===== config.mk =====
export PLATFORM = sky130hd
export DESIGN_NAME = pwm_fade_array_flat
export DESIGN_NICKNAME = d
export VERILOG_FILES = /design/src/rtl/pwm_fade_array_pkg.sv /design/src/rtl/pwm_fade_array_if.sv /design/src/rtl/pwm_fade_array_chan.sv /design/src/rtl/pwm_fade_array.sv /design/src/flat_wrapper.sv
export SDC_FILE = /design/constraint.sdc
export NUM_CORES = 1
export LEC_CHECK = 0
export CORE_MARGIN = 2
export CORE_UTILIZATION = 40
export CTS_CLUSTER_DIAMETER = 50
export CTS_CLUSTER_SIZE = 40
export DETAILED_ROUTE_END_ITERATION = 7
export DONT_BUFFER_PORTS = 1
export SLEW_MARGIN = 20
export SYNTH_ARGS = -nofsm -noshare
export SYNTH_HDL_FRONTEND = slang
export SYNTH_SLANG_ARGS = --single-unit

===== constraint.sdc =====
create_clock -name clk -period 4.41 [get_ports clk]
set_input_delay 1.323 -clock clk [delete_from_list [all_inputs] [get_ports clk]]
set_output_delay 1.323 -clock clk [all_outputs]
set_load 0.1 [all_outputs]

===== src/rtl/pwm_fade_array_pkg.sv =====
// Shared constants and types for the PWM fade array.
// No ports: clock rate, default sizing, duty type, channel-index width helper.
package pwm_fade_array_pkg;

    localparam int CLK_HZ       = 125_000_000;
    localparam int DEF_CHANNELS = 3;
    localparam int DEF_RES      = 8;
    localparam int DEF_PRESCALE = 490;
    localparam int DEF_RATE_W   = 8;

    typedef logic [DEF_RES-1:0] duty_t;

    // Channel index width, never narrower than one bit.
    function automatic int chan_w(input int n);
        return (n > 1) ? $clog2(n) : 1;
    endfunction

endpackage


===== src/rtl/pwm_fade_array_if.sv =====
// Command port bundle: valid/ready handshake carrying channel, target, rate.
// master drives valid/chan/target/rate; slave returns ready.
interface pwm_fade_array_if #(
    parameter int CW     = 2,
    parameter int RES    = 8,
    parameter int RATE_W = 8
) ();

    logic              cmd_valid;
    logic              cmd_ready;
    logic [CW-1:0]     cmd_chan;
    logic [RES-1:0]    cmd_target;
    logic [RATE_W-1:0] cmd_rate;

    modport master (
        output cmd_valid, cmd_chan, cmd_target, cmd_rate,
        input  cmd_ready
    );

    modport slave (
        input  cmd_valid, cmd_chan, cmd_target, cmd_rate,
        output cmd_ready
    );

endinterface


===== src/rtl/pwm_fade_array_chan.sv =====
// One PWM channel: target/rate store, linear fade stepped at period wraps,
// duty compare and busy flag. Ports: clk, reset, cnt_i, wrap_i, load_i,
// target_i, rate_i in; pwm_o, busy_o out (both registered).
module pwm_fade_array_chan #(
    parameter int RES    = 8,
    parameter int RATE_W = 8
) (
    input  logic              clk,
    input  logic              reset,
    input  logic [RES-1:0]    cnt_i,
    input  logic              wrap_i,
    input  logic              load_i,
    input  logic [RES-1:0]    target_i,
    input  logic [RATE_W-1:0] rate_i,
    output logic              pwm_o,
    output logic              busy_o
);

    logic [RES-1:0]    duty_q, duty_d;
    logic [RES-1:0]    target_q, target_d;
    logic [RATE_W-1:0] rate_q, rate_d;
    logic [RATE_W-1:0] rcnt_q, rcnt_d;
    logic              pwm_q, busy_q;

    always_comb begin
        duty_d   = duty_q;
        target_d = target_q;
        rate_d   = rate_q;
        rcnt_d   = rcnt_q;
        // Fade sees the pre-command target/rate; a command landing on the
        // same edge only takes effect from the following wrap.
        if (wrap_i && (duty_q != target_q)) begin
            if (rate_q == '0) begin
                duty_d = target_q;
            end else if (rcnt_q == '0) begin
                duty_d = (target_q > duty_q) ? duty_q + 1'b1
                                             : duty_q - 1'b1;
                rcnt_d = rate_q - 1'b1;
            end else begin
                rcnt_d = rcnt_q - 1'b1;
            end
        end
        if (load_i) begin
            target_d = target_i;
            rate_d   = rate_i;
            rcnt_d   = '0;
        end
    end

    always_ff @(posedge clk or posedge reset) begin
        if (reset) begin
            duty_q   <= '0;
            target_q <= '0;
            rate_q   <= '0;
            rcnt_q   <= '0;
            pwm_q    <= 1'b0;
            busy_q   <= 1'b0;
        end else begin
            duty_q   <= duty_d;
            target_q <= target_d;
            rate_q   <= rate_d;
            rcnt_q   <= rcnt_d;
            pwm_q    <= (cnt_i < duty_q);
            busy_q   <= (duty_q != target_q);
        end
    end

    assign pwm_o  = pwm_q;
    assign busy_o = busy_q;

endmodule


===== src/rtl/pwm_fade_array.sv =====
// N-channel PWM with per-channel linear fade: shared prescaler and period
// counter, command decode, one fade channel per output. Ports: clk, reset,
// cmd (slave command bundle), pwm_out, busy, period_tick.
module pwm_fade_array
    import pwm_fade_array_pkg::*;
#(
    parameter int CHANNELS = DEF_CHANNELS,
    parameter int RES      = DEF_RES,
    parameter int PRESCALE = DEF_PRESCALE,
    parameter int RATE_W   = DEF_RATE_W
) (
    input  logic                clk,
    input  logic                reset,
    pwm_fade_array_if.slave     cmd,
    output logic [CHANNELS-1:0] pwm_out,
    output logic [CHANNELS-1:0] busy,
    output logic                period_tick
);

    localparam int CW       = chan_w(CHANNELS);
    localparam int PW       = (PRESCALE > 1) ? $clog2(PRESCALE) : 1;
    localparam int CNT_LAST = 2**RES - 2;

    logic [PW-1:0]  pre_q, pre_d;
    logic [RES-1:0] cnt_q, cnt_d;
    logic           tick_q, ready_q;
    logic           tick, wrap, accept;

    assign tick   = (pre_q == PW'(PRESCALE - 1));
    assign wrap   = tick && (cnt_q == RES'(CNT_LAST));
    assign accept = cmd.cmd_valid && ready_q;

    always_comb begin
        pre_d = tick ? '0 : pre_q + 1'b1;
        cnt_d = cnt_q;
        if (tick) begin
            cnt_d = wrap ? '0 : cnt_q + 1'b1;
        end
    end

    always_ff @(posedge clk or posedge reset) begin
        if (reset) begin
            pre_q   <= '0;
            cnt_q   <= '0;
            tick_q  <= 1'b0;
            ready_q <= 1'b0;
        end else begin
            pre_q   <= pre_d;
            cnt_q   <= cnt_d;
            tick_q  <= wrap;
            ready_q <= 1'b1;
        end
    end

    assign cmd.cmd_ready = ready_q;
    assign period_tick   = tick_q;

    // Out-of-range channel indices match no instance, so the command is
    // consumed by the handshake and otherwise dropped.
    for (genvar i = 0; i < CHANNELS; i++) begin : g_chan
        pwm_fade_array_chan #(
            .RES    (RES),
            .RATE_W (RATE_W)
        ) u_chan (
            .clk      (clk),
            .reset    (reset),
            .cnt_i    (cnt_q),
            .wrap_i   (wrap),
            .load_i   (accept && (cmd.cmd_chan == CW'(i))),
            .target_i (cmd.cmd_target),
            .rate_i   (cmd.cmd_rate),
            .pwm_o    (pwm_out[i]),
            .busy_o   (busy[i])
        );
    end

endmodule


===== src/flat_wrapper.sv =====
// flat-port wrapper written by rule: the top's interface ports become plain ports
module pwm_fade_array_flat import pwm_fade_array_pkg::*;
#(
    parameter int CHANNELS = DEF_CHANNELS,
    parameter int RES      = DEF_RES,
    parameter int PRESCALE = DEF_PRESCALE,
    parameter int RATE_W   = DEF_RATE_W
)
  (clk, reset, pwm_out, busy, period_tick, cmd_cmd_valid, cmd_cmd_chan, cmd_cmd_target, cmd_cmd_rate, cmd_cmd_ready);
  pwm_fade_array_if #(.CW(2), .RES(RES), .RATE_W(RATE_W)) cmd_i ();
  input  logic clk;
  input  logic reset;
  output logic [CHANNELS-1:0] pwm_out;
  output logic [CHANNELS-1:0] busy;
  output logic period_tick;
  input wire logic [$bits(cmd_i.cmd_valid)-1:0] cmd_cmd_valid;
  input wire logic [$bits(cmd_i.cmd_chan)-1:0] cmd_cmd_chan;
  input wire logic [$bits(cmd_i.cmd_target)-1:0] cmd_cmd_target;
  input wire logic [$bits(cmd_i.cmd_rate)-1:0] cmd_cmd_rate;
  output wire logic [$bits(cmd_i.cmd_ready)-1:0] cmd_cmd_ready;
  assign cmd_i.cmd_valid = cmd_cmd_valid;
  assign cmd_i.cmd_chan = cmd_cmd_chan;
  assign cmd_i.cmd_target = cmd_cmd_target;
  assign cmd_i.cmd_rate = cmd_cmd_rate;
  assign cmd_cmd_ready = cmd_i.cmd_ready;
  pwm_fade_array #(.CHANNELS(CHANNELS), .RES(RES), .PRESCALE(PRESCALE), .RATE_W(RATE_W)) u_core (.clk(clk), .reset(reset), .cmd(cmd_i), .pwm_out(pwm_out), .busy(busy), .period_tick(period_tick));
endmodule

==> impl_metrics.yaml, run 1 <==
outcome:
  status: "complete, no violations"
power:
  clkPwrFrac: 0.376
  design_power_total_mw: 3.574
  vdd_drop_max_uv: 241.2
  p_seq_frac: 0.373
  p_sw_mw: 1.155
  power_density_nw_per_um2: 416.2
  p_leak_nw: 3.925
  p_int_mw: 2.418
  switching_share: 0.3233
  combPwrFrac: 0.251
cts:
  clock-root-buffer: "clkbuf_16"
  cts_tree: "built"
  cts_resized: 0
  post_cts.repair.setup_buffers: 0
  htreeDepth: 4
  clock_latency_ns: 0.42
  cts_hold_buffers: 0
  cts_sinks: 121
  path_clk_slew_ns: 0.06
  cts_buffer_depth: 2
  cts_made_buffers: 17
setup_path:
  criticalPathCategory: "flip-flop to flip-flop"
  crit_path_max_fanout: 8
  path_buf_inv: 2
  cp.required_ns: 4.73
  critPathLaunchType: "flip-flop"
  arrival_ns: 3.92
  cp-end-kind: "flip-flop"
  cp_cell_sequence: "inv_1 -> ha_1 -> nand4_1 -> nor2_1 -> inv_1 -> nand2_1 -> and2_1 -> ha_1 -> a21oi_1 -> o211ai_1 -> o41ai_1 -> a21oi_1 -> or2_2 -> o311ai_1"
  max_stage_delay_ns: 0.40
  slowest_stage: "dfrtp_1"
  path_delay_family: "simple AND/OR/NAND/NOR gates"
synth:
  syn_area_um2: 7712
  ys.flop_type: "dfrtp_1"
  yosysMostFrequentCell: "nand2_1"
  avgSynthCellArea_um2: 9.063
  yosysSeqAreaShare: 0.3926
  ys_warn_count: 0
  synth_top_area_frac: 0.3926
  syn_nets: 948
  synth_cells: 851
  synth_common_cells: "158 x nand2_1, 121 x dfrtp_1, 73 x ha_1, 57 x o21ai_0, 56 x a21oi_1"
  synth_edf_count: 0
  yosys.area.top_type: "dfrtp_1"
  ys_async_sr_fraction: 1.000
  ys_ff_latch: 121
  yosysUniqueCellTypes: 60
  synth_area_leaders: "dfrtp_1 39%, ha_1 12%, nand2_1 7.7%"
global_routing:
  grt_max_degree: 74
  use_met2: 0.3090
  antenna_found_initial: 0
  grt.total_usage: 0.1992
  grt_overflow: 0
  grt_pass1_wl_um: 31260
  grt_busiest_layer: "met2"
  grt_pass1_vias: 5756
  use_met3: 0.04628
  grtUsageMet1: 0.2827
placed_design:
  place_area_um2: 7993
  dp_hpwl_um: 13690
  io_buffers: 0
  gp_congestion: 0.8568
sta:
  finalHoldViolations: 0
  rsz0062_at_grt: "false"
  setup_tns_ns: 0
  finalCritPeriodShare: 0.8170
  skew_ns: 0.008362
  slew_headroom: 0.3093
  max_freq_ghz: 0.2775
  hold_ws_ns: 0.4859
  setup_viol_count_final: 0
  period_needed_ns: 3.603
  worst_slew_pin_slew_ns: 1.036
  drv_slew: 0
finish:
  num_antenna_cells: 0
  regArea_um2: 3028
  nets: 947
  multiInputGateArea_um2: 4423
  area_delta_synth_final_pct: 11.32
  drive_above_1_share: 0.09977
  final_cell_area_um2: 8586
  n_fill_cell: 1801
drt:
  wl_um: 18940
  drt-wirelength-per-cell_um: 16.88
  viasPerCell: 5.381
  route.detailed.drc: 0
  drtIter0Drc: 361
  drt_first_pass_iters: 5
  ant_nets: 0
  dr_total_vias: 6037
floorplan:
  core_area_um2: 18830
  io_pins: 29
  die_w_um: 142.9
  die-area_um2: 20410
  start_util: 0.4096
  die-height_um: 142.9
  fp-row-count: 50
job:
  drv_cap: 0
min_path:
  min_path_type: "flip-flop to flip-flop"
## state kept, by name (all words and copies together) (netlist names)
register	cells
u_core.cmd.cmd_ready	1
u_core.cnt_q	8
u_core.g_chan.u_chan.busy_o	3
u_core.g_chan.u_chan.duty_q	24
u_core.g_chan.u_chan.pwm_o	3
u_core.g_chan.u_chan.rate_q	24
u_core.g_chan.u_chan.rcnt_q	24
u_core.g_chan.u_chan.target_q	24
u_core.period_tick	1
u_core.pre_q	9
## layer usage
metal  part of all wire  wire length, um
met1               0.49             9314
met5                  0                0
met4              0.011              211
met3              0.043              818
met2               0.45             8592
## path summary, 6_finish.rpt
| kind | start | endpoint | slack, ns | depth (start not counted) |
|---|---|---|---|---|
| hold / removal | u_core.pre_q[7] | u_core.pre_q[7] | 0.49 | 1 |
| max in group asynchronous | reset | u_core.g_chan[1].u_chan.target_q[5] | 2.53 | 2 |
| setup / recovery | u_core.g_chan[0].u_chan.duty_q[5] | u_core.g_chan[0].u_chan.duty_q[7] | 0.81 | 14 |
| hold reg to reg | u_core.pre_q[7] | u_core.pre_q[7] | 0.49 | 1 |
| setup reg to reg | u_core.g_chan[0].u_chan.duty_q[5] | u_core.g_chan[0].u_chan.duty_q[7] | 0.81 | 14 |
| min in group asynchronous | reset | u_core.g_chan[2].u_chan.pwm_o | 0.97 | 1 |
## power groups by stage
stage,clock network (mW),registers [mW],logic (mW)
floorplan,0,1.30,0.757
global placement,0,1.35,0.881
detailed placement,0,1.35,0.892
CTS,1.37,1.33,0.898
global route,1.43,1.35,1.02
finish,1.34,1.33,0.896
## worst register-to-register path, cell delays in order, from the launching register on
cell and delay (ns):
dfrtp_1 0.40, inv_1 0.08, ha_1 0.31, nand4_1 0.14, nor2_1 0.28, inv_1 0.16
nand2_1 0.12, and2_1 0.35, ha_1 0.31, a21oi_1 0.18, o211ai_1 0.15, o41ai_1 0.37
a21oi_1 0.09, or2_2 0.31, o311ai_1 0.25
## cell usage in the layout, fill, tap and decap left out, drive strengths merged, types with 7 or more instances in the layout
cell type and instances:
dfrtp 121, inv 38, nand2 158, a211oi 11, o211ai 7, xnor2 11
nand2b 8, ha 73, mux2i 18, and3 15, nor4 7, o21ai 58
nor3 20, buf 11, nand4 10, a31oi 10, xor2 13, mux2 17
a21o 12, clkbuf 20, nor2 53, nand3 20, or3 11, and2 12
a21oi 56
## final cells by class
class,instances,share of cell area
Multi-Input combinational cell,661,0.5152
Sequential cell,121,0.3527
Clock buffer,20,0.05436
Tap cell,260,0.03789
Inverter,38,0.01705
Timing Repair Buffer,11,0.01151
Clock inverter,11,0.01137
## cell families (layout without fill, tap and decap cells)
kind of cell               after synthesis  in the layout  share of synthesized area
and+or+nand+nor                        334            334                     0.2111
DFF                                    121            121                     0.3926
adders and majority gates               76             76                     0.1262
AOI/OAI and AO/OA                      191            191                     0.1551
xor gates and xnor gates                24             24                    0.02725
muxes                                   35             35                    0.04818
other                                    1              1                  0.0004862
buffers and inverters                   69             80                    0.03910
## through the flow
step	std cells	utilization	worst slack, ns
2_1_floorplan	851	-	1.380
3_3_place_gp	1090	0.4245	0.9615
3_5_place_dp	1090	0.4245	0.9692
4_1_cts	1121	0.4544	0.9190
5_1_grt	1122	0.4559	0.4618
6_report	1122	0.4559	0.8070
(Power assumes the default switching activity.)
==> run 2: changes to the inputs <==
clock period = 3.3 ns   (was 4.41 ns; I/O delays follow)
==> impl_metrics.yaml, run 2 (synthesis results as in run 1) <==
outcome:
  status: "complete, no violations"
cts:
  cts_sinks: 121
  clock_latency_ns: 0.42
  path_clk_slew_ns: 0.06
  clock-root-buffer: "clkbuf_16"
  cts_made_buffers: 17
  htreeDepth: 4
  cts_buffer_depth: 2
  cts_tree: "built"
  cts_hold_buffers: 0
setup_path:
  cp_cell_sequence: "inv_1 -> ha_1 -> nand4_1 -> nor2_2 -> inv_1 -> nand2_1 -> and2_4 -> ha_4 -> a21oi_2 -> o211ai_1 -> o41ai_2 -> a21oi_1 -> or2_2 -> o311ai_2"
  worst_r2r_path_depth: 14
  ff2ff_setup_slack_ns: 0.14
  slowest_stage: "o41ai_2"
  arrival_ns: 3.47
  path_buf_inv: 2
  cp.required_ns: 3.61
  max_stage_delay_ns: 0.37
  cp-end-kind: "flip-flop"
  cpMostUsedCell: "inv_1"
  r2r_start: "u_core.g_chan[2].u_chan.duty_q[7]"
  reg2reg_to: "u_core.g_chan[2].u_chan.duty_q[7]"
  crit_path_max_fanout: 6
  critPathLaunchType: "flip-flop"
  criticalPathCategory: "flip-flop to flip-flop"
  crit_start: "u_core.g_chan[2].u_chan.duty_q[7]"
  path_delay_family: "compound AO/OA/AOI/OAI gates"
drt:
  route.detailed.drc: 0
  wl_met3_um: 710
  route.met2.wl_um: 8688
  m1WireLength_um: 9442
  dr_total_vias: 6128
  drtIter0Drc: 350
  drt_first_pass_iters: 5
  wl_um: 19120
  viasPerCell: 5.296
  highest_layer: "met4"
  ant_nets: 0
  drt-wirelength-per-cell_um: 16.52
floorplan:
  die-height_um: 142.9
  core_area_um2: 18830
  start_util: 0.4096
  fp-row-count: 50
  io_pins: 29
  die_w_um: 142.9
  die-area_um2: 20410
sta:
  finalCritPeriodShare: 0.9571
  skew_ns: 0.006654
  period_needed_ns: 3.159
  max_freq_ghz: 0.3166
  hold_ws_ns: 0.4765
  rsz0062_at_grt: "true"
  slew_headroom: 0.3525
  setup_viol_count_final: 0
  finalHoldViolations: 0
  drv_slew: 0
  worst_slew_pin_slew_ns: 0.9467
global_routing:
  antenna_found_initial: 0
  grt_pass1_wl_um: 31240
  grt_overflow: 0
  grt_pass1_vias: 5765
  grt.total_usage: 0.1974
  grt_max_degree: 122
placed_design:
  gp_congestion: 0.8491
  io_buffers: 0
  place_area_um2: 8203
  dp_hpwl_um: 13240
finish:
  final_cell_mix: "158 x nand2_1, 118 x dfrtp_1, 65 x ha_1"
  num_antenna_cells: 0
  nets: 982
  drive_above_1_share: 0.1672
  n_fill_cell: 1744
  final_cell_area_um2: 9047
  area_delta_synth_final_pct: 17.31
  final_common_cell: "nand2_1"
min_path:
  min_path_type: "flip-flop to flip-flop"
  hold_end: "u_core.pre_q[7]"
  min_from: "u_core.pre_q[7]"
  hold_depth: 1
job:
  drv_cap: 0
power:
  p_leak_nw: 4.155
  power_density_nw_per_um2: 557.4
  vdd_drop_max_uv: 280.8
==> run 2: cell count changes in the layout (fill, tap and decap cells not counted), moves of 4 or more <==
cell      delta
a21oi_2      +4
a21oi_1      -4
clkinv_4     +4
ha_4         +8
ha_1         -8
buf_4       +36
==> run 2: timing repair <==
action	CTS	global route
gates resized for setup	4	31
endpoints found under the setup margin	3	3
endpoints found under the hold margin	0	0
pin swaps	0	15
setup buffers	0	8
==> run 2: cell type report <==
type | count | area, um2 | area share
clock inverter | 13 | 168.9 | 0.01867
multi-input combinational | 661 | 4578 | 0.5060
timing repair buffer | 46 | 357.8 | 0.03955
clock buffer | 18 | 439.2 | 0.04854
inverter | 38 | 146.4 | 0.01618
tap | 260 | 325.3 | 0.03596
sequential | 121 | 3032 | 0.3351
==> run 2: how the worst max path moves through the flow <==
| stage | endpoint | slack (ns) | cells after the start |
|---|---|---|---|
| final | u_core.g_chan[2].u_chan.duty_q[7] | 0.14 | 14 |
| after global routing | u_core.g_chan[2].u_chan.duty_q[7] | -0.07 | 14 |
| after CTS | u_core.g_chan[0].u_chan.duty_q[7] | 0.009 | 13 |
| after detailed placement | u_core.g_chan[1].u_chan.duty_q[7] | -0.04 | 13 |
| after global placement | u_core.g_chan[0].u_chan.duty_q[7] | 0.003 | 14 |
| after floorplan | u_core.g_chan[1].u_chan.duty_q[7] | 0.27 | 13 |
==> run 2: per-layer routing <==
layer  track usage  vias to the layer above
met5             0                        -
met4       0.05055                        0
met3       0.04561                       18
met2        0.3039                       83
met1        0.2804                     2942
li1              -                     3085
==> run 2: report_power, final <==
group	total [mW]	internal, mW	switching (mW)
Clock	1.94	1.21	0.727
Combinational	1.32	0.613	0.709
Sequential	1.78	1.62	0.166
Total	5.04	3.44	1.60
==> run 2: stage by stage <==
step / utilization / TNS (ns) / power (mW) / setup WS [ns] / std cells
floorplan: - / 0 / 2.748 / 0.2703 / 851
global placement: 0.4356 / 0 / 3.012 / 0.002770 / 1118
detailed placement: 0.4356 / -0.1205 / 3.025 / -0.04045 / 1118
CTS: 0.4685 / 0 / 4.992 / 0.008730 / 1149
global route: 0.4805 / -0.1180 / 5.349 / -0.06506 / 1157
finish: 0.4805 / 0 / 5.043 / 0.1414 / 1157
==> run 3: changes to the inputs <==
SKIP_CTS_REPAIR_TIMING = 1   (was default)
==> impl_metrics.yaml, run 3 (synthesis results as in run 1) <==
setup_path:
  worst_r2r_path_depth: 14
  reg2reg_to: "u_core.g_chan[2].u_chan.duty_q[7]"
  criticalPathCategory: "flip-flop to flip-flop"
  cp-end-kind: "flip-flop"
  cp-endpoint: "u_core.g_chan[2].u_chan.duty_q[7]"
  cp.required_ns: 3.61
  critPathLaunchType: "flip-flop"
  crit_path_max_fanout: 6
  arrival_ns: 3.48
  r2r_start: "u_core.g_chan[2].u_chan.duty_q[7]"
  crit_start: "u_core.g_chan[2].u_chan.duty_q[7]"
  ff2ff_setup_slack_ns: 0.13
placed_design:
  gp_congestion: 0.8491
  dp_hpwl_um: 13240
  placed_cells: 1118
  io_buffers: 0
power:
  p_int_mw: 3.445
  p_seq_frac: 0.353
  combPwrFrac: 0.263
  vdd_drop_max_uv: 279.8
  p_leak_nw: 4.147
  clkPwrFrac: 0.384
  power_density_nw_per_um2: 557.1
  switching_share: 0.3177
  p_sw_mw: 1.604
floorplan:
  start_util: 0.4096
  io_pins: 29
  die_w_um: 142.9
  fp-row-count: 50
  die-area_um2: 20410
  die-height_um: 142.9
  core_area_um2: 18830
min_path:
  min_path_type: "flip-flop to flip-flop"
global_routing:
  grt_max_degree: 122
  grt_pass1_vias: 5761
  grtUsageMet1: 0.2800
  use_met3: 0.04561
  grt_busiest_layer: "met2"
  grt_pass1_wl_um: 31210
  grt_overflow: 0
  grt.total_usage: 0.1972
  antenna_found_initial: 0
  use_met2: 0.3039
sta:
  drv_slew: 0
  slew_headroom: 0.3656
  finalCritPeriodShare: 0.9598
  skew_ns: 0.006693
  hold_ws_ns: 0.4759
  max_freq_ghz: 0.3157
  finalHoldViolations: 0
  worst_slew_pin_slew_ns: 0.9276
  period_needed_ns: 3.167
  setup_viol_count_final: 0
drt:
  viasPerCell: 5.295
  drt_first_pass_iters: 5
  drtIter0Drc: 404
  dr_total_vias: 6121
  route.detailed.drc: 0
  ant_nets: 0
  wl_um: 19220
  drt-wirelength-per-cell_um: 16.63
finish:
  n_fill_cell: 1742
  num_antenna_cells: 0
  final_cell_mix: "157 x nand2_1, 118 x dfrtp_1, 63 x ha_1"
  final_common_cell: "nand2_1"
  drive_above_1_share: 0.1696
  nets: 981
  fin_cells: 1156
  area_delta_synth_final_pct: 17.52
cts:
  cts_buffer_depth: 2
  cts_made_buffers: 17
  path_clk_slew_ns: 0.06
  clock-root-buffer: "clkbuf_16"
  clock_latency_ns: 0.42
  cts_tree: "built"
  cts_sinks: 121
  htreeDepth: 4
job:
  drv_cap: 0
outcome:
  status: "complete, no violations"
run 3: cell count changes in the layout (fill, tap and decap cells not counted), sizes merged:
cell,delta
buf,-1
run 3: power by group through the flow:
stage	registers [mW]	logic [mW]	clock network (mW)
2_1_floorplan	1.74	1.01	0
3_3_place_gp	1.80	1.21	0
3_5_place_dp	1.80	1.22	0
4_1_cts	1.78	1.23	1.97
5_1_grt	1.80	1.51	2.05
6_report	1.78	1.33	1.94
run 3: worst min path at each step:
stage,depth (start not counted),endpoint,startpoint,slack (ns)
floorplan,1,u_core.pre_q[7],u_core.pre_q[7],0.44
global placement,1,u_core.pre_q[7],u_core.pre_q[7],0.47
detailed placement,1,u_core.pre_q[7],u_core.pre_q[7],0.46
CTS,1,u_core.pre_q[7],u_core.pre_q[7],0.48
global route,1,u_core.pre_q[7],u_core.pre_q[7],0.51
finish,1,u_core.pre_q[7],u_core.pre_q[7],0.48
run 3: through the flow:
stage / cell area, um2 / power (mW) / utilization / setup TNS (ns) / worst slack [ns]
finish: 9064 / 5.050 / 0.4813 / 0 / 0.1328
global route: 9064 / 5.354 / 0.4813 / -0.06506 / -0.06506
floorplan: 7716 / 2.748 / - / 0 / 0.2703
CTS: 8811 / 4.987 / 0.4679 / -0.2086 / -0.1024
detailed placement: 8203 / 3.025 / 0.4356 / -0.1205 / -0.04045
global placement: 8203 / 3.012 / 0.4356 / 0 / 0.002770
run 3: cell type report:
| type | count | area (um2) | area share |
|---|---|---|---|
| Clock buffer | 18 | 439.2 | 0.04845 |
| Clock inverter | 13 | 168.9 | 0.01864 |
| Inverter | 38 | 146.4 | 0.01615 |
| Multi-Input combinational cell | 661 | 4602 | 0.5077 |
| Sequential cell | 121 | 3032 | 0.3345 |
| Tap cell | 260 | 325.3 | 0.03589 |
| Timing Repair Buffer | 45 | 350.3 | 0.03865 |
run 3: worst max-delay path, stage by stage, from the launching register on:
cell and delay [ns]:
dfrtp_1 0.33, inv_1 0.09, ha_1 0.34, nand4_1 0.17, nor2_2 0.17, inv_1 0.08, nand2_1 0.09, and2_4 0.23
ha_4 0.22, a21oi_2 0.14, o211ai_1 0.14, o41ai_2 0.38, a21oi_1 0.09, or2_2 0.32, o311ai_2 0.28
run 3: layer usage:
metal / routed length [um] / share of wire
met1: 9446 / 0.49
met2: 8732 / 0.45
met3: 762 / 0.040
met4: 278 / 0.014
met5: 0 / 0
==> edit 1, RTL diff (flow settings as in run 3) <==
Register the output `pwm_out`, with the module's reset; this adds one clock of latency there. The other outputs are not delayed to match.
--- a/src/rtl/pwm_fade_array.sv
+++ b/src/rtl/pwm_fade_array.sv
@@ -22,2 +22,4 @@
     localparam int CNT_LAST = 2**RES - 2;
+
+    logic [CHANNELS-1:0] pwm_d;
 
@@ -71,3 +73,3 @@
             .rate_i   (cmd.cmd_rate),
-            .pwm_o    (pwm_out[i]),
+            .pwm_o    (pwm_d[i]),
             .busy_o   (busy[i])
@@ -76,2 +78,10 @@
 
+    always_ff @(posedge clk or posedge reset) begin
+        if (reset) begin
+            pwm_out <= '0;
+        end else begin
+            pwm_out <= pwm_d;
+        end
+    end
+
 endmodule
Formal check against the unedited RTL: same outputs for any inputs over 10 cycles, from zero or initial values and one cycle with reset high; that may be too few to reach the edited logic, so the function may still have changed.
==> edit 1 against run 3 <==
- wire length grew 0.39%
- setup slack worse by 0.0066 ns
- total power decreased by 1.4%
- final area grew 1.1%
- die area rose by 0.49%
- clock power decreased by 7%
- sequential cell count grew 3
- final cell count rose by 4.1%
- synthesized area increased by 0.50%
- critical endpoint unchanged
- largest cell class unchanged
==> edit 1: results (changes against run 3) <==
- Filler cell count: 1,816 (was 1,742)
- Area grow syn2layout: 18.3% (was 17.5%)
- Initial DRC count: 343 (was 404)
- Leak: 4.39 nW (was 4.15 nW)
- GPL Wtd Cong: 0.827 (was 0.849)
- Post-Place Cells: 1,161 (was 1,118)
- Share of layout cells above drive strength 1: 13.9% (was 17.0%)
- Clk_buf instances: 20 (was 18)
- Met2 Resource Use GR: 32.4% (was 30.4%)
- Clk tree area frac: 6.20% (was 6.71%)
- CP arrival: 3.49 ns (was 3.48 ns)
- CP max stage delay: 0.41 ns (was 0.38 ns)
- VDD IR max: 0.366 mV (was 0.280 mV)
- Pin count of the biggest net entering global routing: 39 (was 122)
- Met1 GRT Util: 27.6% (was 28.0%)
- Fin util: 48.7% (was 48.1%)
- CTS Sinks: 124 (was 121)
- Combinational fraction of design power: 27.5% (was 26.3%)
- Via density: 5.35 (was 5.29)
- Adder-cell area share of the yosys netlist: 12.6% (about the same)
- Post-synthesis compound-gate area fraction: 16.1% (was 15.5%)
- Vias in the first global route: 6,210 (was 5,761)
- Post-synthesis xor/xnor area fraction: 2.71% (was 2.73%)
- Total Routing Usage GR: 20.0% (was 19.7%)
- Dpl cell area: 0.00835 mm² (was 0.00820 mm²)
- Outcome: completed (unchanged)
- Multi-input gates: 694 (was 661)
- Worst clock skew: 0.0132 ns (was 0.00669 ns)
- Sequential share of the synthesized area: 40.0% (was 39.3%)
- Mean Syn Cell Area: 8.76 µm² (was 9.06 µm²)
-- edit 1: path summary, 6_finish.rpt --
path | end | slack (ns) | cells past startpoint
setup / recovery | u_core.g_chan[2].u_chan.duty_q[7]$_DFFE_PP0P_ | 0.13 | 12
hold / removal | u_core.pwm_out[2]$_DFF_PP0_ | 0.35 | 0
setup reg to reg | u_core.g_chan[2].u_chan.duty_q[7]$_DFFE_PP0P_ | 0.13 | 12
hold reg to reg | u_core.pwm_out[2]$_DFF_PP0_ | 0.35 | 0
max in group asynchronous | u_core.g_chan[2].u_chan.rcnt_q[5]$_DFFE_PP0P_ | 2.15 | 3
min in group asynchronous | u_core.g_chan[2].u_chan.duty_q[7]$_DFFE_PP0P_ | 0.45 | 1
-- edit 1: metal layers --
layer,vias to the layer above,part of all wire [%]
met1,3097,48
met2,88,47
met3,19,3.2
li1,3228,-
met5,-,0
met4,0,1.2
==> edit 2, RTL diff (settings of run 3) <==
Made on the original files. Set the package constant `DEF_RES` to 16 (it was 8).
--- a/src/rtl/pwm_fade_array_pkg.sv
+++ b/src/rtl/pwm_fade_array_pkg.sv
@@ -6,3 +6,3 @@
     localparam int DEF_CHANNELS = 3;
-    localparam int DEF_RES      = 8;
+    localparam int DEF_RES      = 16;
     localparam int DEF_PRESCALE = 490;
Interface: changed (resized cmd_cmd_target); port bits go from 29 to 37. The function was not compared with the original's and may differ.
==> edit 2 against run 3 <==
- the run now ends with negative setup slack left
- setup slack lost 0.64 ns
- final area grew 79%
- synthesized area up 59%
- wire length is 85% higher
- sequential cell count rose by 56
- total power up 46%
- hold slack better by 0.019 ns
- largest power group is now combinational cells
==> edit 2: results (changes against run 3) <==
- Worst setup path endpoint: u_core.g_chan[1].u_chan.duty_q[11]$_DFFE_PP0P_ (was u_core.g_chan[2].u_chan.duty_q[7]$_DFFE_PP0P_)
- Relative slew slack: 32.0% (was 36.6%)
- Non-clock buffering overhead: 14.1% (was 3.87%)
- Fin util: 53.3% (was 48.1%)
- Filler cell count: 2,780 (was 1,742)
- Area grow syn2layout: 32.1% (was 17.5%)
- Worst setup margin: -0.505 ns (was 0.133 ns)
- Max FO, Critical Path: 5 (was 6)
- Initial DRC count: 619 (was 404)
- Final setup fails: 29 (was 0)
- Sequential cells: 177 (was 121)
- Post-Place Cells: 1,962 (was 1,118)
- Multi-input gate area: 0.00816 mm² (was 0.00460 mm²)
- Outcome: finished, violations left (was completed)
- Top cell types by occurrence after synthesis: dfrtp_1, nand2_1, ha_1, nor2_1, a21oi_1 (was nand2_1, dfrtp_1, ha_1, o21ai_0, a21oi_1)
- Syn_nets: 1,518 (was 948)
- Worst-Skew Late Latency: 0.44 ns (was 0.42 ns)
- Layout Nets: 1,786 (was 981)
- GPL Wtd Cong: 0.875 (was 0.849)
- Violated checks: negative setup slack
- CP Launch Point: u_core.g_chan[1].u_chan.target_q[14]$_DFFE_PP0P_ (was u_core.g_chan[2].u_chan.duty_q[7]$_DFFE_PP0P_)
- Slowest cell on the critical path: dfrtp_1 (was o41ai_2)
- Post-placement setup slack: -0.545 ns (was -0.0404 ns)
- CP arrival: 4.17 ns (was 3.48 ns)
- Mean Syn Cell Area: 9.15 µm² (was 9.06 µm²)
- Total Routing Usage GR: 22.2% (was 19.7%)
- Multi-input gates: 1,050 (was 661)
- Met2 Resource Use GR: 37.4% (was 30.4%)
- DR WL/cell: 17.6 µm (was 16.6 µm)
- Leak: 7.51 nW (was 4.15 nW)
- Share of layout cells above drive strength 1: 32.4% (was 17.0%)
- R2R Path End: u_core.g_chan[1].u_chan.duty_q[11]$_DFFE_PP0P_ (was u_core.g_chan[2].u_chan.duty_q[7]$_DFFE_PP0P_)
- Met3 usage: 2.80% (was 4.56%)
- Antenna violations before repair: 1 (was 0)
- DP HPWL: 26,200 µm (was 13,200 µm)
- Vias in the first global route: 10,621 (was 5,761)
- Worst clock skew: 0.0125 ns (was 0.00669 ns)
- Diode count: 1 (was 0)
- VDD IR max: 0.364 mV (was 0.280 mV)
- Sequential share of the synthesized area: 36.1% (was 39.3%)
- Pin count of the biggest net entering global routing: 43 (was 122)
- WL final: 35,500 µm (was 19,200 µm)
- Dpl cell area: 0.0149 mm² (was 0.00820 mm²)
- Multi-input combinational area share: 50.3% (was 50.8%)
- Count of different cell masters after synthesis: 80 (was 60)
==> edit 2: cell types whose count changed after synthesis, sizes merged, moves of 13 or more <==
cell,before,now
inv,38,69
dfrtp,121,177
o21a,0,19
mux2,17,47
ha,73,145
clkbuf,13,26
o21ai,58,84
a21oi,56,95
a21o,12,37
a211oi,11,40
nand3,20,40
nor2,53,98
==> edit 2: cell families (layout without fill, tap and decap cells) <==
group	after synthesis	after routing	share of synthesized area, %
AOI/OAI and AO/OA	352	352	18.5
xor gates and xnor gates	44	44	3.14
DFF	177	177	36.1
other	1	2	0.0306
and+or+nand+nor	446	446	17.8
adders and majority gates	148	148	15.3
buffers and inverters	114	392	3.84
muxes	59	59	5.29
==> edit 2: power by group <==
| part | leakage, nW | switching, mW | total (mW) | internal (mW) |
|---|---|---|---|---|
| logic | 4.95 | 1.38 | 2.84 | 1.45 |
| registers | 2.31 | 0.197 | 2.57 | 2.37 |
| clock network | 0.255 | 0.924 | 1.95 | 1.03 |
| total | 7.51 | 2.50 | 7.35 | 4.85 |
